<file path="src/rtl/speed_controller.sv">
// speed_controller
//   Frame-paced speed regulator with a crash/recover sequence.
//   A frame tick is taken from the rising edge of startOfFrame, which is
//   sampled in the clk domain. On each tick in RUN, the held key picks one of
//   three modes (accelerate / brake / coast). Each mode counts its own frames
//   and steps the speed by one after a full period. A crash zeroes the speed
//   and holds it there for a fixed number of frames. The block then ramps the
//   speed back up one step per frame until it reaches MIN_SPEED, and returns
//   to RUN.
//
// Ports
//   clk           system clock (the only clock)
//   resetN        synchronous reset, active low
//   startOfFrame  frame pulse, may stay high for several clk cycles
//   faster_key    accelerate request (level)
//   slower_key    brake request (level)
//   crash         collision event, acts on the next edge regardless of tick
//   speed         current speed, registered
//   at_max/at_min speed equals MAX_SPEED / MIN_SPEED
//   crashed       state is CRASH
//   recovering    state is RECOVER
module speed_controller #(
  parameter int SPEED_W           = 5,
  parameter int MIN_SPEED         = 12,
  parameter int MAX_SPEED         = 27,
  parameter int INIT_SPEED        = 12,
  parameter int ACCEL_FRAMES      = 10,
  parameter int BRAKE_FRAMES      = 10,
  parameter int COAST_FRAMES      = 30,
  parameter int CRASH_HOLD_FRAMES = 60
) (
  input  logic               clk,
  input  logic               resetN,
  input  logic               startOfFrame,
  input  logic               faster_key,
  input  logic               slower_key,
  input  logic               crash,
  output logic [SPEED_W-1:0] speed,
  output logic               at_max,
  output logic               at_min,
  output logic               crashed,
  output logic               recovering
);

  // Counter widths. A frame count of 1 would give $clog2 == 0, so keep at
  // least one bit; the counter then simply stays at 0.
  localparam int AW = (ACCEL_FRAMES      > 1) ? $clog2(ACCEL_FRAMES)      : 1;
  localparam int BW = (BRAKE_FRAMES      > 1) ? $clog2(BRAKE_FRAMES)      : 1;
  localparam int CW = (COAST_FRAMES      > 1) ? $clog2(COAST_FRAMES)      : 1;
  localparam int HW = (CRASH_HOLD_FRAMES > 1) ? $clog2(CRASH_HOLD_FRAMES) : 1;

  localparam logic [AW-1:0]      ACCEL_LAST = AW'(ACCEL_FRAMES - 1);
  localparam logic [BW-1:0]      BRAKE_LAST = BW'(BRAKE_FRAMES - 1);
  localparam logic [CW-1:0]      COAST_LAST = CW'(COAST_FRAMES - 1);
  localparam logic [HW-1:0]      HOLD_LAST  = HW'(CRASH_HOLD_FRAMES - 1);
  localparam logic [SPEED_W-1:0] MIN_S      = SPEED_W'(MIN_SPEED);
  localparam logic [SPEED_W-1:0] MAX_S      = SPEED_W'(MAX_SPEED);
  localparam logic [SPEED_W-1:0] INIT_S     = SPEED_W'(INIT_SPEED);

  typedef enum logic [1:0] {
    S_RUN     = 2'd0,
    S_CRASH   = 2'd1,
    S_RECOVER = 2'd2
  } state_t;

  typedef enum logic [1:0] {
    M_ACCEL = 2'd0,
    M_BRAKE = 2'd1,
    M_COAST = 2'd2
  } mode_t;

  state_t               state_q, state_d;
  logic [SPEED_W-1:0]   speed_q, speed_d;
  logic [AW-1:0]        accel_q, accel_d;
  logic [BW-1:0]        brake_q, brake_d;
  logic [CW-1:0]        coast_q, coast_d;
  logic [HW-1:0]        hold_q,  hold_d;
  // sof_q is startOfFrame delayed by one clk (the edge-detect reference).
  logic                 sof_q,   sof_d;
  // mask_q suppresses the tick in the first cycle after reset when
  // startOfFrame was already high at the reset edge, so a frame pulse that
  // straddles reset release is not taken as a new frame.
  logic                 mask_q,  mask_d;

  logic                 tick;
  mode_t                mode;
  logic [SPEED_W-1:0]   speed_inc;

  assign tick      = startOfFrame & ~sof_q & ~mask_q;
  assign speed_inc = speed_q + 1'b1;

  // faster_key has priority over slower_key.
  always_comb begin
    mode = M_COAST;
    if (faster_key)      mode = M_ACCEL;
    else if (slower_key) mode = M_BRAKE;
  end

  always_comb begin
    state_d = state_q;
    speed_d = speed_q;
    accel_d = accel_q;
    brake_d = brake_q;
    coast_d = coast_q;
    hold_d  = hold_q;
    sof_d   = startOfFrame;
    mask_d  = 1'b0;

    if (crash) begin
      // Crash wins over any tick in the same cycle.
      state_d = S_CRASH;
      speed_d = '0;
      accel_d = '0;
      brake_d = '0;
      coast_d = '0;
      hold_d  = '0;
    end else if (tick) begin
      unique case (state_q)
        S_RUN: begin
          // Inactive mode counters clear on every tick.
          accel_d = '0;
          brake_d = '0;
          coast_d = '0;
          unique case (mode)
            M_ACCEL: begin
              if (accel_q == ACCEL_LAST) begin
                if (speed_q < MAX_S) speed_d = speed_inc;
              end else begin
                accel_d = accel_q + 1'b1;
              end
            end
            M_BRAKE: begin
              if (brake_q == BRAKE_LAST) begin
                if (speed_q > MIN_S) speed_d = speed_q - 1'b1;
              end else begin
                brake_d = brake_q + 1'b1;
              end
            end
            default: begin
              if (coast_q == COAST_LAST) begin
                if (speed_q > MIN_S) speed_d = speed_q - 1'b1;
              end else begin
                coast_d = coast_q + 1'b1;
              end
            end
          endcase
        end

        S_CRASH: begin
          if (hold_q == HOLD_LAST) begin
            hold_d  = '0;
            state_d = S_RECOVER;
          end else begin
            hold_d = hold_q + 1'b1;
          end
        end

        S_RECOVER: begin
          // Climb from 0; arriving at MIN_SPEED hands control back to RUN
          // with every counter already clear.
          if (speed_inc == MIN_S) begin
            speed_d = MIN_S;
            state_d = S_RUN;
            accel_d = '0;
            brake_d = '0;
            coast_d = '0;
            hold_d  = '0;
          end else begin
            speed_d = speed_inc;
          end
        end

        default: begin
          state_d = S_RUN;
        end
      endcase
    end
  end

  always_ff @(posedge clk) begin
    if (!resetN) begin
      state_q <= S_RUN;
      speed_q <= INIT_S;
      accel_q <= '0;
      brake_q <= '0;
      coast_q <= '0;
      hold_q  <= '0;
      sof_q   <= 1'b0;
      mask_q  <= startOfFrame;
    end else begin
      state_q <= state_d;
      speed_q <= speed_d;
      accel_q <= accel_d;
      brake_q <= brake_d;
      coast_q <= coast_d;
      hold_q  <= hold_d;
      sof_q   <= sof_d;
      mask_q  <= mask_d;
    end
  end

  assign speed      = speed_q;
  assign at_max     = (speed_q == MAX_S);
  assign at_min     = (speed_q == MIN_S);
  assign crashed    = (state_q == S_CRASH);
  assign recovering = (state_q == S_RECOVER);

endmodule

</file>
<file path="config.mk">
export PLATFORM = sky130hd
export DESIGN_NAME = speed_controller
export DESIGN_NICKNAME = d
export VERILOG_FILES = /design/src/rtl/speed_controller.sv
export SDC_FILE = /design/constraint.sdc
export NUM_CORES = 1
export LEC_CHECK = 0
export CAP_MARGIN = 20
export CORE_MARGIN = 2
export CORE_UTILIZATION = 35
export CTS_CLUSTER_SIZE = 8
export DETAILED_ROUTE_END_ITERATION = 7
export PLACE_DENSITY = 0.6
export SETUP_SLACK_MARGIN = 0.5
export SYNTH_ARGS = -nofsm -noshare
export SYNTH_HDL_FRONTEND = slang
export SYNTH_SLANG_ARGS = --single-unit
export TNS_END_PERCENT = 10
</file>
<file path="constraint.sdc">
create_clock -name clk -period 2.7 [get_ports clk]
set_input_delay 0.54 -clock clk [delete_from_list [all_inputs] [get_ports clk]]
set_output_delay 0.54 -clock clk [all_outputs]
set_load 0.05 [all_outputs]
</file>
Yosys cells after proc, flatten, opt, wreduce, memory -nomap -nowiden --
Cells that the tools add are included.
Word-level totals: word-level logic and storage cells 92, input bits 6, output and inout port bits 9, register bits after elaboration 28
Cells by class: $add $sub $neg 6, equal/unequal tests 23, bitwise operators 6, multiplexer cells 31, reductions and logical operators 14, magnitude comparators 2
Operators by type and width (count):
- two-way mux 5 bit | 9
- one-hot mux 5 bit (2 select lines) | 3
- two-way mux 4 bit | 7
- != test 4 bit, second input constant | 4
- one-hot mux 4 bit (2 select lines) | 2
- two-way mux 6 bit | 2
- one-hot mux 6 bit (2 select lines) | 1
- AND reduction 6 bit | 2
- adder 5 x 1 -> 5 bit, second input constant | 2
- == test 5 x 4 -> 1 bit, second input constant | 2
- == test 5 bit, second input constant | 2
- != test 3 bit, second input constant | 3
- adder 4 x 1 -> 4 bit, second input constant | 2
- == test 4 bit, second input constant | 2
- two-way mux 2 bit | 4
- AND reduction 4 bit | 2
- adder 6 x 1 -> 6 bit, second input constant | 1
- == test 6 bit, second input constant | 1
- != test 3 x 2 -> 1 bit, second input constant | 2
- one-hot mux 2 bit (3 select lines) | 1
- AND reduction 3 bit | 2
- nonzero test 2 bit | 3
- greater-than comparator 5 x 4 -> 1 bit, second input constant | 1
- < comparator 5 bit, second input constant | 1
- other kinds (12) | 21

Longest topological paths before layout --
Gate-level depths: netlist of run 1.
depth in word-level cells 7, depth in mapped cells 7, gate-level depth less buffers 7

Worst setup path before layout of run 1 --
OpenSTA, ideal clock, no wires.
kind register to output, from register speed_q[3], in the netlist speed[3], to output port at_min, cell stages (with the launch flop) 4, path buffers 1, required time 2.160 ns, slack -0.458 ns, data arrival time 2.618 ns, cells stage by stage dfxtp_1 -> buf_2 -> inv_1 -> nor4b_1
On the way: cells in the longest elaborated chain, start to end 1
Ends and longest elaborated chain:
- start: declaration | line 73 | logic [SPEED_W-1:0] speed_q, speed_d;
- start signal: assignment | line 192 | speed_q <= speed_d;
- == test 5 x 4 -> 1 bit | line 204 | assign at_min = (speed_q == MIN_S);
- end: declaration | line 40 | output logic at_min,
Every way passes these cells.

Final worst setup path of run 1 --
from register speed_q[4], in the netlist speed[4], to output port speed[4]
RTL lines:
- end: declaration | line 38 | output logic [SPEED_W-1:0] speed,
No word-level cell between the ends.

==> results of run 1 <==
state kept, by name, summed over array words and instances (netlist names), named ones only:
name     count
hold_q       6
coast_q      5
accel_q      4
brake_q      4
speed        4
state_q      2
mask_q       1
sof_q        1
routing by layer:
metal	GRT usage [%]	vias up
met5	0	-
met1	21.1	699
met3	1.80	5
met4	5.56	0
li1	-	773
met2	22.9	44
Yosys cell counts (2+ instances only):
library cell  instances  area, um^2
nor2b_1               4        25.0
a31oi_1               2        12.5
ha_1                  9         113
nand2_1              14        52.6
xnor2_1               2        17.5
mux2i_1               3        30.0
buf_2                 3        15.0
nand4_1               5        31.3
nand3_1               6        30.0
xor2_1                5        43.8
a221oi_1              2        17.5
inv_1                11        41.3
dfxtp_1              28         561
nand3b_1              3        22.5
nor2_1               29         109
a211oi_1              3        22.5
o311ai_0              2        17.5
nor4_1                2        12.5
o21ai_0              11        55.1
nor3_1                5        25.0
a21oi_1              13        65.1
o21ai_1               3        15.0
path summary, 6_finish.rpt:
path	start	endpoint	slack, ns
worst max-delay path	speed[4]	speed[4]	0.33
worst min-delay path	hold_q[5]	hold_q[5]	0.48
worst max register to register	flop	accel_q[2]	0.62
worst min register to register	hold_q[5]	hold_q[5]	0.48
through the flow:
step           total power, W  util, %  setup slack, ns  instance area [um^2]
6_report             0.000887     41.8            0.332                  1950
5_1_grt              0.000919     41.8            0.247                  1950
4_1_cts              0.000898     41.8            0.236                  1950
3_5_place_dp         0.000561     40.3            0.325                  1880
3_3_place_gp         0.000562     40.3            0.323                  1880
2_1_floorplan        0.000523        -            0.323                  1680
repair_timing:
| action | CTS | global route |
|---|---|---|
| pin swaps | 0 | 0 |
| gates cloned | 0 | 0 |
| hold endpoints to repair | 0 | 0 |
| endpoints found under the setup margin | 5 | 9 |
| hold buffers | 0 | 0 |
| resized for setup | 3 | 1 |
cell type report:
class	instances	share of cell area, %
repair buffers	18	8.66
well taps	54	3.47
multi-input cells	155	52.8
clock inverters	1	1.54
clock buffers	3	2.12
inverters	13	2.63
flip-flops and latches	28	28.8
cells in the final DEF, fill, tap and decap left out, drive strengths merged, types with 2 or more instances in the layout:
| cell type | instances |
|---|---|
| xor2 | 5 |
| a31oi | 2 |
| nand3 | 6 |
| xnor2 | 2 |
| mux2i | 3 |
| nor2b | 4 |
| ha | 9 |
| nand2 | 15 |
| nor3b | 2 |
| nand4 | 5 |
| clkdlybuf4s50 | 10 |
| a21oi | 13 |
| nor4 | 2 |
| buf | 4 |
| a211oi | 3 |
| nor2 | 29 |
| clkbuf | 3 |
| inv | 13 |
| o21ai | 15 |
| nor4b | 2 |
| o311ai | 3 |
| dlygate4sd2 | 3 |
| a221oi | 2 |
| nor3 | 5 |
| a21boi | 3 |
| nand3b | 3 |
| dfxtp | 28 |
where the power goes:
group	switching (W)	internal [W]
sequential	0.00000742	0.000420
clock	0.000138	0.000199
combinational	0.0000751	0.0000475
total	0.000221	0.000667
cell families after synthesis:
group           after synthesis
xor+xnor                      7
buf+inv                      20
mux                           3
simple gates                 82
compound gates               54
fa+ha+maj                     9
flops                        28
==> impl_metrics.env, run 1 <==
export IMPL_routed_wl_mm=3.64
export IMPL_final_nets=234
export IMPL_syn_area_um2=1670
export IMPL_layout_min_cycle_time_ns=2.37
export IMPL_crit_fanout=14
export IMPL_hold_depth=1
export IMPL_overflow=0
export IMPL_worst_slew_pin_slew_ns=0.754
export IMPL_die_area_um2=5330
export IMPL_tritoncts="yes"
export IMPL_maxCapViolCount=0
export IMPL_dp_cells=268
export IMPL_cts_sinks=28
export IMPL_slowest_delay_ns=0.90
export IMPL_netlist_instances=203
export IMPL_postCtsSetupBuffers=0
export IMPL_cts_buffer_depth=2
export IMPL_gp_congestion=0.954
export IMPL_cts_buffers_inserted=3
export IMPL_dp_hpwl_mm=2.73
export IMPL_wl_met1_mm=1.77
export IMPL_cts_root_buffer="clkbuf_8"
export IMPL_ys_warn_count=0
export IMPL_drc=0
export IMPL_finalSetupViolations=0
export IMPL_tns_ns=0
export IMPL_hold_ws_ns=0.478
export IMPL_multi_input_area_um2=1030
export IMPL_outcome="completed"
export IMPL_ys_ff_latch=28
export IMPL_firstDrtPassIters=4
export IMPL_cp_end_kind="primary output"
export IMPL_wl_met3_um=216
export IMPL_synthAdderAreaFrac_pct=6.75
export IMPL_placement_rows=25
export IMPL_required_ns=2.16
export IMPL_fill_cells=471
export IMPL_syn_to_final_growth_pct=16.9
export IMPL_hold_viol=0
export IMPL_ant_nets=0
export IMPL_yosysUniqueCellTypes=60
export IMPL_seqCellArea_um2=561
export IMPL_port_buffers=14
export IMPL_antenna_found_initial=0
export IMPL_drt_iter0_markers=123
export IMPL_synth_compound_area_share_pct=21.9
export IMPL_period_share_pct=87.7
export IMPL_cp_num_buf_inv=1
export IMPL_diodes=0
export IMPL_p_leak_nw=0.726
export IMPL_vias_per_cell=5.59
export IMPL_io_pin_count=15
export IMPL_slew_violations=0
export IMPL_top_layer="met4"
export IMPL_worst_path_max_delay_cell="clkdlybuf4s50_1"
export IMPL_holdCritPathClass="flop to flop"
export IMPL_design_core_area_um2=4660
export IMPL_cts_max_level=1
export IMPL_avgSynthCellArea_um2=8.22
export IMPL_critPathTopFamily="buffers and inverters"
export IMPL_synth_top_family_by_area="simple AND/OR/NAND/NOR gates"
export IMPL_synthMuxAreaShare_pct=1.80
export IMPL_worstPathArrival_ns=1.83
export IMPL_path_clk_slew_ns=0.10
export IMPL_critPathKind="flop to primary output"
export IMPL_synth_flop_cell="dfxtp_1"
export IMPL_p_per_area_nw_per_um2=455
export IMPL_drive_above_1_share_pct=8.72
export IMPL_ir_drop_mv=0.209
export IMPL_die_h_um=73.0
export IMPL_cp_num_cells=1
export IMPL_track_usage_pct=14.9
export IMPL_reg2reg_depth=6
export IMPL_final_cells=272
export IMPL_die_w_um=73.0
export IMPL_rsz0062_at_grt="yes"
export IMPL_start_kind="flop"
export IMPL_slew_headroom_pct=49.3
export IMPL_wire_per_inst_um=13.4
export IMPL_vias=1521
export IMPL_ys_seq_area_share_pct=33.6
export IMPL_worstSkewPairLatency_ns=0.28
export IMPL_crit_chain="clkdlybuf4s50_1"
export IMPL_synth_nets=218
export IMPL_grt_pass1_vias=1345
export IMPL_synth_xor_area_share_pct=3.68
export IMPL_yosys_area_share_simple_pct=26.7
export IMPL_async_reset_ff_share_pct=0
export IMPL_wl_met2_mm=1.60
export IMPL_initial_core_util_pct=35.8
export IMPL_fmax_mhz=422
export IMPL_synth_edf_count=0
export IMPL_grt_pass1_wl_mm=6.29
export IMPL_fin_worst_skew_ns=0.00367
export IMPL_grt_max_degree=17
(Power assumes the default switching activity.)
==> inputs of run 2 (changes only) <==
Settings changed: CORE_UTILIZATION 35 to 40, PLACE_DENSITY 0.6 to 0.66.
==> run 2 against run 1 <==
Effect of this change:
- sequential share of layout area up 0.41 points
- clock power down 36%
- clock skew up 0.0016 ns
- global-route usage up 1.7 points
- sequential power about the same
- final cell count down 1.5%
- hold slack worse by 0.0011 ns
- flip-flop and latch count unchanged
- first-iteration DRC count down 39%
==> impl_metrics.env, run 2 (synthesis results as in run 1) <==
export IMPL_final_cell_mix="nor2_1 (29), dfxtp_1 (28), nand2_1 (14), a21oi_1 (13)"
export IMPL_tns_ns=0
export IMPL_diodes=0
export IMPL_fmax_mhz=434
export IMPL_final_nets=235
export IMPL_p_per_area_nw_per_um2=398
export IMPL_maxCapViolCount=0
export IMPL_firstDrtPassIters=4
export IMPL_die_h_um=68.6
export IMPL_fill_cells=397
export IMPL_routed_wl_mm=3.67
export IMPL_reg2reg_depth=7
export IMPL_worst_slew_pin_slew_ns=0.747
export IMPL_setup_ws_ns=0.396
export IMPL_cp_end_kind="primary output"
export IMPL_dp_slack_ns=0.259
export IMPL_slew_headroom_pct=49.8
export IMPL_cts_max_level=1
export IMPL_drt_iter0_markers=75
export IMPL_regMostFlops="hold_q"
export IMPL_fin_area_um2=1920
export IMPL_worstPathArrival_ns=1.76
export IMPL_slew_violations=0
export IMPL_io_pin_count=15
export IMPL_cts_buffers_inserted=3
export IMPL_finalPower_w=0.000765
export IMPL_placedInstanceArea_um2=1880
export IMPL_track_usage_pct=16.6
export IMPL_rr_endpoint="speed[2]"
export IMPL_tritoncts="yes"
export IMPL_placement_rows=23
export IMPL_initial_core_util_pct=41.7
export IMPL_cts_sinks=28
export IMPL_drc=0
export IMPL_wire_per_inst_um=13.7
export IMPL_fin_worst_skew_ns=0.00530
export IMPL_critPathKind="flop to primary output"
export IMPL_cts_buffer_depth=2
export IMPL_finalSetupViolations=0
export IMPL_largest_register_ffs=6
export IMPL_syn_to_final_growth_pct=15.2
export IMPL_drive_above_1_share_pct=8.72
export IMPL_ir_drop_mv=0.235
export IMPL_period_share_pct=85.4
export IMPL_worstSkewPairLatency_ns=0.27
export IMPL_grt_pass1_vias=1354
export IMPL_design_core_area_um2=4000
export IMPL_hold_viol=0
export IMPL_r2r_start="speed[0]"
export IMPL_die_w_um=68.6
export IMPL_worstHoldStart="hold_q[5]"
export IMPL_required_ns=2.16
export IMPL_mostFrequentLayoutCell="nor2_1"
export IMPL_hold_depth=1
export IMPL_holdCritPathClass="flop to flop"
export IMPL_outcome="completed"
export IMPL_grt_pass1_wl_mm=6.00
export IMPL_dp_hpwl_mm=2.77
export IMPL_start_kind="flop"
export IMPL_reg_top3="hold_q (6), coast_q (5)"
export IMPL_rsz0062_at_grt="yes"
export IMPL_antenna_found_initial=0
export IMPL_postCtsSetupBuffers=0
export IMPL_port_buffers=14
export IMPL_rrSetupSlack_ns=0.62
export IMPL_ant_nets=0
export IMPL_grt_max_degree=15
export IMPL_layout_min_cycle_time_ns=2.30
export IMPL_postCtsHoldBufs=0
export IMPL_vias_per_cell=5.71
export IMPL_whs_endpoint="hold_q[5]"
export IMPL_gp_congestion=0.847
export IMPL_path_clk_slew_ns=0.08
export IMPL_crit_fanout=6
export IMPL_cts_root_buffer="clkbuf_8"
export IMPL_vias=1530
export IMPL_p_leak_nw=0.722
export IMPL_overflow=0
export IMPL_die_area_um2=4700
[run 2: per-stage QoR]
stage	cells	util [%]	hold WS [ns]
floorplan	203	-	0.438
global placement	265	47.0	0.466
detailed placement	265	47.0	0.459
global route	268	48.0	0.500
CTS	268	48.0	0.476
finish	268	48.0	0.477
[run 2: timing repair]
item / CTS / global route
pin swaps: 0 / 0
endpoints found under the setup margin: 5 / 11
resized for setup: 3 / 1
[run 2: where the power goes]
part	internal, W	leakage [nW]	switching, W
Combinational	0.0000469	0.473	0.0000757
Sequential	0.000420	0.227	0.00000850
Clock	0.0000998	0.0216	0.000114
[run 2: layer usage]
metal	share of wire [%]	vias to the layer above	track usage [%]	wire, um
li1	-	770	-	-
met1	48	721	22.9	1760
met2	46	37	25.7	1680
met3	6.0	2	4.06	220
met4	0.27	0	4.25	10
met5	0	-	0	0
[run 2: how the worst max path moves through the flow]
stage	endpoint	slack, ns	cells after the start
floorplan	at_max	0.32	3
global placement	speed[2]	0.23	6
detailed placement	speed[3]	0.26	6
CTS	recovering	0.23	3
global route	at_max	0.23	4
finish	at_max	0.40	4
[run 2: area by class of cell]
| type | instances | area (um^2) | area share [%] |
|---|---|---|---|
| flip-flops and latches | 28 | 561 | 29.2 |
| multi-input cells | 155 | 1030 | 53.6 |
| repair buffers | 19 | 176 | 9.18 |
| well taps | 50 | 62.6 | 3.26 |
| inverters | 13 | 51.3 | 2.67 |
| clock buffers | 3 | 41.3 | 2.15 |
[run 2: critical path: stages, from the launching register on]
cell and delay, ns:
dfxtp_1 0.43, ha_1 0.33, nand3_1 0.13, nor2_1 0.09
dlygate4sd2_1 0.53
==> inputs of run 3 (changes only) <==
Settings changed: ABC_CLOCK_PERIOD_IN_PS from default to 2700.
==> results of run 3 <==
Final layout, timing and power as in run 2 (identical DEF).
